<file path="config.mk">
export PLATFORM = sky130hd
export DESIGN_NAME = pipeline_hazard_ctrl
export DESIGN_NICKNAME = d
export VERILOG_FILES = /design/src/rtl/rv32i_types.sv /design/src/rtl/hazard_perf_cnt.sv /design/src/rtl/pipeline_hazard_ctrl.sv
export SDC_FILE = /design/constraint.sdc
export NUM_CORES = 1
export LEC_CHECK = 0
export ABC_CLOCK_PERIOD_IN_PS = 2500
export BUFFER_PORTS_ARGS = -buffer_cell sky130_fd_sc_hd__buf_4
export CAP_MARGIN = 10
export CORE_MARGIN = 2
export CORE_UTILIZATION = 36
export DETAILED_ROUTE_END_ITERATION = 7
export PLACE_DENSITY = 0.95
export SLEW_MARGIN = 20
export SYNTH_ARGS = -nofsm -noshare
export SYNTH_HDL_FRONTEND = slang
export SYNTH_SLANG_ARGS = --single-unit
</file>
<file path="constraint.sdc">
create_clock -name clk -period 2.5 [get_ports clk]
set_clock_uncertainty 0.1 [all_clocks]
set_input_delay 0 -clock clk [delete_from_list [all_inputs] [get_ports clk]]
set_output_delay 0 -clock clk [all_outputs]
set_load 0.1 [all_outputs]
</file>
<file path="src/rtl/rv32i_types.sv">
// rv32i_types: shared hazard-controller FSM state and per-stage control types
package rv32i_types;

    typedef enum logic [1:0] {S_RESET, S_RUN, S_SQUASH} hazard_state_t;

    typedef struct packed {
        logic load;
        logic flush;
    } stage_ctrl_t;

endpackage

</file>
<file path="src/rtl/hazard_perf_cnt.sv">
// hazard_perf_cnt: saturating event counter, one increment per cycle inc is high
module hazard_perf_cnt #(
    parameter int W = 32
) (
    input  logic         clk,
    input  logic         rst,
    input  logic         inc,
    output logic [W-1:0] count
);

    // count up on inc, stick at all-ones
    always_ff @(posedge clk or negedge rst)
        if (!rst) count <= '0;
        else if (inc && count != '1) count <= count + W'(1);

endmodule

</file>
<file path="src/rtl/pipeline_hazard_ctrl.sv">
// pipeline_hazard_ctrl: stall/flush sequencer for the 5-stage pipeline; HAZARD_PERF_CNT_EN adds perf counters
module pipeline_hazard_ctrl
    import rv32i_types::*;
#(
    parameter  int NUM_REGS = 32,
    parameter  int PERF_W   = 32,
    localparam int RW       = $clog2(NUM_REGS)
) (
    input  logic              clk,
    input  logic              rst,
    input  logic              imem_resp,
    input  logic              dmem_resp,
    input  logic              mem_access,
    input  logic              id_valid,
    input  logic [RW-1:0]     id_src1,
    input  logic [RW-1:0]     id_src2,
    input  logic              ex_valid,
    input  logic [RW-1:0]     ex_dest,
    input  logic              ex_mem_read,
    input  logic              ex_redirect,
    output logic              imem_read,
    output logic              pc_load,
    output logic              if_id_load,
    output logic              id_ex_load,
    output logic              ex_mem_load,
    output logic              mem_wb_load,
    output logic              if_id_flush,
    output logic              id_ex_flush,
    output logic [PERF_W-1:0] perf_load_use,
    output logic [PERF_W-1:0] perf_mem_stall,
    output logic [PERF_W-1:0] perf_squash
);

    hazard_state_t state;
    stage_ctrl_t   if_id, id_ex;
    logic          mem_ok, load_use;

    assign mem_ok   = ~mem_access | dmem_resp;
    assign load_use = ex_valid & ex_mem_read & (ex_dest != '0) & id_valid &
                      (id_src1 == ex_dest | id_src2 == ex_dest);

    // stage enables; a redirect outranks load-use, a missing fetch holds the front end
    always_comb begin
        imem_read   = 1'b0;
        pc_load     = 1'b0;
        if_id       = '0;
        id_ex       = '0;
        ex_mem_load = 1'b0;
        mem_wb_load = 1'b0;
        if (state == S_RUN) begin
            imem_read = 1'b1;
            if (mem_ok) begin
                pc_load     = ex_redirect | (imem_resp & ~load_use);
                if_id.load  = imem_resp & (ex_redirect | ~load_use);
                if_id.flush = ex_redirect & imem_resp;
                id_ex.load  = 1'b1;
                id_ex.flush = ex_redirect | ~imem_resp | load_use;
                ex_mem_load = 1'b1;
                mem_wb_load = 1'b1;
            end
        end else if (state == S_SQUASH) begin
            imem_read   = 1'b1;
            id_ex.load  = mem_ok;
            id_ex.flush = mem_ok;
            ex_mem_load = mem_ok;
            mem_wb_load = mem_ok;
        end
    end

    assign if_id_load  = if_id.load;
    assign if_id_flush = if_id.flush;
    assign id_ex_load  = id_ex.load;
    assign id_ex_flush = id_ex.flush;

    // holdoff after reset, then wait out stale fetches squashed by a redirect
    always_ff @(posedge clk or negedge rst)
        if (!rst) state <= S_RESET;
        else case (state)
            S_RESET:  state <= S_RUN;
            S_RUN:    state <= (mem_ok & ex_redirect & ~imem_resp) ? S_SQUASH : S_RUN;
            S_SQUASH: state <= imem_resp ? S_RUN : S_SQUASH;
            default:  state <= S_RESET;
        endcase

`ifdef HAZARD_PERF_CNT_EN
    logic inc_lu, inc_mem, inc_sq;

    assign inc_lu  = state == S_RUN & mem_ok & ~ex_redirect & imem_resp & load_use;
    assign inc_mem = state == S_RUN & ~mem_ok;
    assign inc_sq  = state == S_SQUASH;

    hazard_perf_cnt #(.W(PERF_W)) u_cnt_lu  (.clk(clk), .rst(rst), .inc(inc_lu),  .count(perf_load_use));
    hazard_perf_cnt #(.W(PERF_W)) u_cnt_mem (.clk(clk), .rst(rst), .inc(inc_mem), .count(perf_mem_stall));
    hazard_perf_cnt #(.W(PERF_W)) u_cnt_sq  (.clk(clk), .rst(rst), .inc(inc_sq),  .count(perf_squash));
`else
    assign perf_load_use  = '0;
    assign perf_mem_stall = '0;
    assign perf_squash    = '0;
`endif

endmodule
</file>
==> out/qor.yml <==
die-area_um2: 3440
cts_root_buf: "clkbuf_4"
regArea_um2: 50.0
syn_area_per_cell_um2: 7.58
finalSetupTns_ns: 0
grt_pass1_wl_um: 1990
multi_input_area_um2: 647
num-fill-cells: 289
synth_cells: 142
worstSkewPairLatency_ns: 0.23
clock_power_share_pct: 5.1
critPathMaxFanout: 7
yosys.cell_types.count: 21
max_flop_register: "state"
finalSetupViolations: 0
post_cts_resized: 0
violations: "design-rule violations"
nNetsFinal: 206
cp_slowest_cell: "dfrtp_1"
routed-via-count: 703
cts_max_level: 1
areaGrowthSynthToFinish_pct: -4.07
switching_share_pct: 81.8
via_per_inst: 3.40
drc: 10
reg2reg_depth: 5
grt_pass1_vias: 489
design_area_um2: 1030
ctsLongestPathBuffers: 2
crit_type: "flip-flop to output port"
clock-sinks: 2
p_int_w: 0.000259
worstPathRequired_ns: 2.40
antenna_found_initial: 0
drtIter0Drc: 13
final-hold-violation-count: 0
critPathLaunch: "state[1]"
ys_seq_area_share_pct: 4.65
status: "complete, but fails checks"
cts_tree: "yes"
cts.clk_slew.worst_paths_ns: 0.03
hold_path_depth: 3
cp-end-kind: "output port"
worst_slack_ns: 0.723
pwr-share-seq_pct: 3.8
start_util_pct: 38.4
finalPower_w: 0.00142
worstPathCellList: "inv_1, ha_1, o21a_1, a21boi_4, buf_4"
r2r-start: "state[1]"
power_density_nw_per_um2: 1370
crit_arrival_ns: 1.68
synth_flop_cell: "dfrtp_1"
peakVddDrop_mv: 0.876
wl_per_cell_um: 8.26
largest_reg_flops: 2
drive_gt1_share_pct: 19.9
maxCapViolations: 0
drv_slew: 0
regToRegSetupSlack_ns: 1.14
rsz0062_at_grt: "false"
wl_um: 1710
cp-start-kind: "flip-flop"
r2r_end: "state[0]"
die_w_um: 58.7
synth_edf_count: 0
dp_slack_ns: 0.973
grt_max_degree: 8
port_buffers: 31
coreArea_um2: 2810
synth_area_um2: 1080
critPathMaxStageDelay_ns: 0.40
synthArstFlopShare_pct: 100
finalCriticalPeriod_ns: 1.78
die_y_um: 58.7
min_path_type: "input port to flip-flop"
min_to: "state[1]"
hpwl_um: 1480
antennaDiodeCount: 0
holdCritStartpoint: "ex_redirect"
ys_ff_latch: 2
ioPinCount: 128
yosys_warnings: 0
comb_power_share_pct: 91.1
cts_buffers: 3
period_share_pct: 71.1
std_cell_rows: 19
fmax_mhz: 563
drt_first_pass_iters: 6
postRouteAntennaNets: 0
power.switching_w: 0.00116
grt-ovfl-total: 0
grt_usage_pct: 7.77
globalplace.congestion: 0.633
place_area_um2: 980
top_regs: "state x2"
p_leak_nw: 0.641
==> worst max path at each step <==
stage | endpoint | cells after the start | slack [ns]
global placement | id_ex_flush | 5 | 1.04
CTS | id_ex_flush | 5 | 0.72
finish | id_ex_flush | 5 | 0.72
global route | id_ex_flush | 5 | 0.62
floorplan | id_ex_flush | 4 | 0.19
detailed placement | id_ex_flush | 5 | 0.97
==> logic make-up after synthesis <==
family | after synthesis | synth area share (%)
AO/OA/AOI/OAI | 11 | 7.21
XOR/XNOR | 10 | 8.14
adder cells (fa/ha/maj) | 4 | 4.65
buffers and inverters | 101 | 69.4
flip-flops | 2 | 4.65
other | 1 | 0.349
AND/OR/NAND/NOR | 13 | 5.58
==> cell usage after synthesis (2+ instances only) <==
library cell | instances | share of area [%]
o21a_1 | 2 | 1.4
a21oi_1 | 2 | 0.93
buf_4 | 98 | 68
nor2_1 | 3 | 1.0
nor3_1 | 4 | 1.9
ha_1 | 4 | 4.7
xnor2_1 | 6 | 4.9
xor2_1 | 4 | 3.3
nand2_1 | 2 | 0.70
nand3_1 | 3 | 1.4
inv_1 | 3 | 1.0
dfrtp_1 | 2 | 4.7
==> cells in the final DEF, fill, tap and decap left out, types with 2 or more instances in the layout <==
cell type	count
xor2_1	4
nor3_1	4
dlygate4sd3_1	3
inv_1	3
clkbuf_4	3
buf_4	31
ha_1	4
conb_1	96
nand3_1	3
nor2_1	3
xnor2_1	6
o21a_1	2
a21oi_1	2
dfrtp_1	2
nand2_1	2
==> area by class of cell <==
type                            count  share of cell area, %
Multi-Input combinational cell    134                   62.7
Timing Repair Buffer               34                   25.5
Sequential cell                     2                   4.85
Tap cell                           31                   3.76
Clock buffer                        3                   2.18
Inverter                            3                   1.09
==> repair_timing <==
item,CTS,global route
endpoints found under the setup margin,0,0
hold buffers,3,0
setup buffers,0,0
endpoints found under the hold margin,3,0
==> power groups by stage <==
stage | sequential [W] | combinational [W] | clock (W)
2_1_floorplan | 0.0000520 | 0.00130 | 0
4_1_cts | 0.0000547 | 0.00129 | 0.0000761
6_report | 0.0000544 | 0.00129 | 0.0000724
3_5_place_dp | 0.0000551 | 0.00129 | 0
3_3_place_gp | 0.0000530 | 0.00128 | 0
5_1_grt | 0.0000561 | 0.00133 | 0.0000768
==> per-stage QoR <==
step / std cells / hold WS [ns] / utilization [%]
4_1_cts: 207 / 0.0255 / 36.8
2_1_floorplan: 237 / -0.396 / -
6_report: 207 / 0.0291 / 36.8
3_3_place_gp: 201 / -0.316 / 34.9
3_5_place_dp: 201 / -0.313 / 34.9
5_1_grt: 207 / 0.104 / 36.8
==> routing by layer <==
layer / vias up / global-route usage (%) / wire length, um
met3: 4 / 0.879 / 279
met1: 307 / 6.25 / 370
met2: 72 / 17.0 / 1020
li1: 320 / - / -
met5: - / 0 / 0
met4: 0 / 4.55 / 41
==> worst max-delay path, delay by kind of cell, from the launching register on <==
family	cells	cell delay [ns]
buffers and inverters	2	0.40
adder cells (fa/ha/maj)	1	0.27
flip-flops	1	0.40
AO/OA/AOI/OAI	2	0.38
Power figures use the tool's default switching activity.
